File: src/rtl/spike_event_fifo.sv
// spike_event_fifo: timestamps rising edges of spike into a small valid/ready FIFO, counting overflow drops.
// Define SPIKE_TS_DELTA_EN to store inter-spike intervals instead of absolute timestamps.
module spike_event_fifo #(
  parameter int TS_W  = 16,
  parameter int DEPTH = 4
) (
  input  logic                    clk,
  input  logic                    reset,
  input  logic                    spike,
  input  logic                    clr_drop,
  input  logic                    out_ready,
  output logic                    out_valid,
  output logic [TS_W-1:0]         out_ts,
  output logic [$clog2(DEPTH):0]  fifo_count,
  output logic                    drop_flag,
  output logic [7:0]              drop_cnt
);
  localparam int AW = $clog2(DEPTH);
  logic [TS_W-1:0] r_ts;
  logic [TS_W-1:0] r_mem [DEPTH];
  logic            r_spike_d;
  logic [AW-1:0]   r_wr;
  logic [AW-1:0]   r_rd;
  logic [AW:0]     r_cnt;
  logic            r_flag;
  logic [7:0]      r_drop;
  logic            w_event;
  logic            w_full;
  logic            w_pop;
  logic            w_push;
  logic            w_lost;
  logic [TS_W-1:0] w_entry;
  always_comb begin
    w_event    = spike & ~r_spike_d;
    w_full     = r_cnt == (AW+1)'(DEPTH);
    w_pop      = out_valid & out_ready;
    w_push     = w_event & (~w_full | w_pop);
    w_lost     = w_event & w_full & ~w_pop;
    out_valid  = r_cnt != '0;
    out_ts     = out_valid ? r_mem[r_rd] : '0;
    fifo_count = r_cnt;
    drop_flag  = r_flag;
    drop_cnt   = r_drop;
  end
`ifdef SPIKE_TS_DELTA_EN
  logic [TS_W-1:0] r_last;
  // last_ts follows only written events so stored deltas sum to time between stored spikes
  always_ff @(posedge clk or posedge reset) begin
    if (reset) r_last <= '0;
    else if (w_push) r_last <= r_ts;
  end
  always_comb w_entry = r_ts - r_last;
`else
  always_comb w_entry = r_ts;
`endif
  always_ff @(posedge clk) begin
    if (w_push) r_mem[r_wr] <= w_entry;
  end
  always_ff @(posedge clk or posedge reset) begin
    if (reset) begin
      r_ts      <= '0;
      r_spike_d <= 1'b0;
      r_wr      <= '0;
      r_rd      <= '0;
      r_cnt     <= '0;
    end else begin
      r_ts      <= r_ts + TS_W'(1);
      r_spike_d <= spike;
      r_wr      <= w_push ? r_wr + AW'(1) : r_wr;
      r_rd      <= w_pop ? r_rd + AW'(1) : r_rd;
      r_cnt     <= (w_push & ~w_pop) ? r_cnt + (AW+1)'(1) :
                   (w_pop & ~w_push) ? r_cnt - (AW+1)'(1) : r_cnt;
    end
  end
  // a drop coinciding with clear survives as the first count after the clear
  always_ff @(posedge clk or posedge reset) begin
    if (reset) begin
      r_flag <= 1'b0;
      r_drop <= '0;
    end else if (clr_drop) begin
      r_flag <= w_lost;
      r_drop <= {7'd0, w_lost};
    end else if (w_lost) begin
      r_flag <= 1'b1;
      r_drop <= (r_drop == 8'hFF) ? r_drop : r_drop + 8'd1;
    end
  end
endmodule

File: config.mk
export PLATFORM = sky130hd
export DESIGN_NAME = spike_event_fifo
export DESIGN_NICKNAME = d
export VERILOG_FILES = /design/src/rtl/spike_event_fifo.sv
export SDC_FILE = /design/constraint.sdc
export NUM_CORES = 1
export LEC_CHECK = 0
export CAP_MARGIN = 20
export CORE_ASPECT_RATIO = 0.9
export CORE_MARGIN = 4
export CORE_UTILIZATION = 42
export CTS_BUF_LIST = sky130_fd_sc_hd__clkbuf_16
export CTS_CLUSTER_SIZE = 28
export DETAILED_ROUTE_END_ITERATION = 12
export PLACE_DENSITY = 0.61
export SYNTH_ARGS = -nofsm -noshare
export SYNTH_HDL_FRONTEND = slang
export SYNTH_SLANG_ARGS = --single-unit
File: constraint.sdc
create_clock -name clk -period 2.6 [get_ports clk]
set_input_delay 0.39 -clock clk [delete_from_list [all_inputs] [get_ports clk]]
set_output_delay 0.39 -clock clk [all_outputs]
set_load 0.02 [all_outputs]
==> flow_summary.json <==
{
  "nNetsFinal": 310,
  "p_per_area_nw_per_um2": 960,
  "postSynthRegisterBits": 97,
  "cp.arrival_ps": 2120,
  "critical_path_class": "reg -> out",
  "die_y_um": 101,
  "cts.clk_slew.worst_paths_ps": 60,
  "dr.pass1.iters": 4,
  "cp_slowest_cell": "clkdlybuf4s50_1",
  "synth-seq-area-share": 0.683,
  "layout-drive-gt1-share": 0.169,
  "cts_hold_buf": 0,
  "drt_iter0_markers": 40,
  "finalCritPeriodShare": 0.966,
  "seqCellArea_um2": 2750,
  "yosys.area.top_type_share": 0.477,
  "clockRootBuffer": "clkbuf_16",
  "grt_setup_unrepaired": "false",
  "globalRouteTotalUtil": 0.129,
  "dp.cells": 406,
  "syn_nets": 263,
  "p_leak_uw": 0.00174,
  "detail_route.wl_per_cell_um": 15.9,
  "end_kind": "output port",
  "netlist_instances": 250,
  "antenna_found_initial": 0,
  "start_kind": "flip-flop",
  "netlist_area_um2": 4030,
  "area_growth_pct": 20.6,
  "cp-startpoint": "r_rd[0]",
  "ant_nets": 0,
  "r2r_setup_slack_ps": 300,
  "synth_edf_count": 64,
  "overflow": 0,
  "avgSynthCellArea_um2": 16.1,
  "finalSetupViolCount": 0,
  "cap_violations": 0,
  "status": "finished clean",
  "slew_headroom": 0.407,
  "critPathMaxStageDelay_ps": 530,
  "synth.top_cells.by_area": "edfxtp_1 48%, dfrtp_1 21%, mux4_2 9.0%, and2_1 3.3%, xnor2_1 2.8%",
  "die-area_um2": 11200,
  "vias": 2100,
  "worstPathMaxFanout": 16,
  "yosys-top-cells-count": "64 x edfxtp_1, 33 x dfrtp_1, 21 x and2_1, 16 x mux4_2, 13 x xnor2_1",
  "initial_core_util": 0.435,
  "grt_pass1_wl_um": 11200,
  "cts.htree.levels": 3,
  "port-buffer-count": 33,
  "peakVddDrop_mv": 0.528,
  "first_global_vias": 2228,
  "fill_cells": 804,
  "synth_warnings": 0,
  "cts_made_buffers": 9,
  "num_antenna_cells": 0,
  "hold_class": "in -> async",
  "final_max_slew_viol_count": 0,
  "placeableCoreArea_um2": 9250,
  "r2r-end": "fifo_count[2]",
  "synth_flop_cell": "edfxtp_1",
  "clock.fmax_ghz": 0.398,
  "num_io_pins": 34,
  "place.gp.congestion": 0.776,
  "fin_cells": 423,
  "worst-slew-pin-transition_ps": 890,
  "synth-async-reset-ratio": 0.340,
  "routed_wirelength_um": 6710,
  "cts.path.max_buffers": 2,
  "reg2reg_depth": 9,
  "multi_input_area_um2": 1200,
  "yosysTopAreaCell": "edfxtp_1",
  "vias_per_cell": 4.96,
  "clkSinkCount": 97,
  "cp_cell_sequence": "buf_12 -> mux4_2 -> and2_1 -> clkdlybuf4s50_1",
  "r2r-start": "fifo_count[0]",
  "clock_latency_ps": 330,
  "period_needed_ps": 2510,
  "num_rows": 33,
  "required_ps": 2210,
  "cts_tree": "done",
  "fin_worst_skew_ps": 4.77,
  "grt_max_degree": 34,
  "hold_viol": 0,
  "dp_hpwl_um": 4370,
  "die_w_um": 111,
  "tns_ps": 0,
  "ys_types": 38,
  "synth.most_common_cell": "edfxtp_1",
  "drc": 0,
  "final_util": 0.525
}
[kinds of logic (layout without fill, tap and decap cells)]
| family | Yosys count | after routing | synth area share |
|---|---|---|---|
| AOI/OAI and AO/OA | 13 | 13 | 0.0205 |
| xor gates and xnor gates | 20 | 20 | 0.0435 |
| adders and majority gates | 8 | 8 | 0.0267 |
| buffers and inverters | 18 | 69 | 0.0183 |
| DFF | 97 | 97 | 0.683 |
| muxes | 19 | 19 | 0.0976 |
| and+or+nand+nor | 75 | 75 | 0.111 |
[worst max path at each step]
| stage | to | slack (ps) | cells after the start |
|---|---|---|---|
| detailed placement | fifo_count[1] | 80 | 7 |
| finish | out_ts[0] | 90 | 4 |
| global placement | fifo_count[1] | 130 | 7 |
| floorplan | fifo_count[1] | 280 | 7 |
| CTS | out_ts[1] | 20 | 4 |
| global route | out_ts[0] | 1 | 4 |
[report_power, final]
| group | leakage (uW) | switching (uW) | internal [uW] |
|---|---|---|---|
| Clock | 0.000126 | 571 | 656 |
| Combinational | 0.000653 | 704 | 777 |
| Sequential | 0.000963 | 117 | 1840 |
[layout by cell type (no fill, tap or decap), types with 9 or more instances in the layout]
cell / instances
edfxtp_1: 64
dfrtp_1: 31
clkdlybuf4s50_1: 24
and2_1: 21
mux4_2: 16
xnor2_1: 13
nand2_1: 11
inv_1: 10
nand3_1: 10
buf_4: 10
clkbuf_16: 9
[final cells by class]
class,count,area share
Timing Repair Buffer,44,0.0892
Inverter,10,0.00773
Multi-Input combinational cell,135,0.248
Clock buffer,9,0.0464
Clock inverter,6,0.0106
Sequential cell,97,0.567
Tap cell,122,0.0315
[state kept, by name, summed over array words and instances (netlist names)]
register and cells:
drop_flag 1, fifo_count 3, r_wr 2, r_ts 16, r_mem 64, drop_cnt 8
r_rd 2, r_spike_d 1
[repair_timing]
| action | CTS | global route |
|---|---|---|
| setup buffers | 2 | 0 |
| endpoints found under the setup margin | 12 | 11 |
| pin swaps | 0 | 0 |
| gates cloned | 0 | 0 |
| resized for setup | 4 | 7 |
[routing by layer]
| layer | wire (um) | GRT usage | up-vias | share of wire |
|---|---|---|---|---|
| li1 | - | - | 1017 | - |
| met1 | 3170 | 0.168 | 1036 | 0.47 |
| met2 | 3190 | 0.210 | 40 | 0.48 |
| met3 | 294 | 0.0438 | 7 | 0.044 |
| met4 | 58 | 0.0337 | 0 | 0.0086 |
| met5 | 0 | 0 | - | 0 |
[stage by stage]
| step | total power [uW] | worst slack [ps] | hold slack (ps) | area [um2] |
|---|---|---|---|---|
| final | 4660 | 88.4 | 439 | 4850 |
| after global routing | 4900 | 1.48 | 506 | 4850 |
| after CTS | 4750 | 19.8 | 459 | 4840 |
| after detailed placement | 3520 | 77.5 | 517 | 4550 |
| after global placement | 3510 | 128 | 517 | 4550 |
| after floorplan | 2890 | 277 | 421 | 4030 |
[worst max-delay path: cells and delay by family, from the launching register on]
kind          cells  cell delay (ps)
flops             1              390
mux               1              500
simple gates      1              160
buf+inv           2              730
No activity file was read; power rests on OpenSTA's default activity.
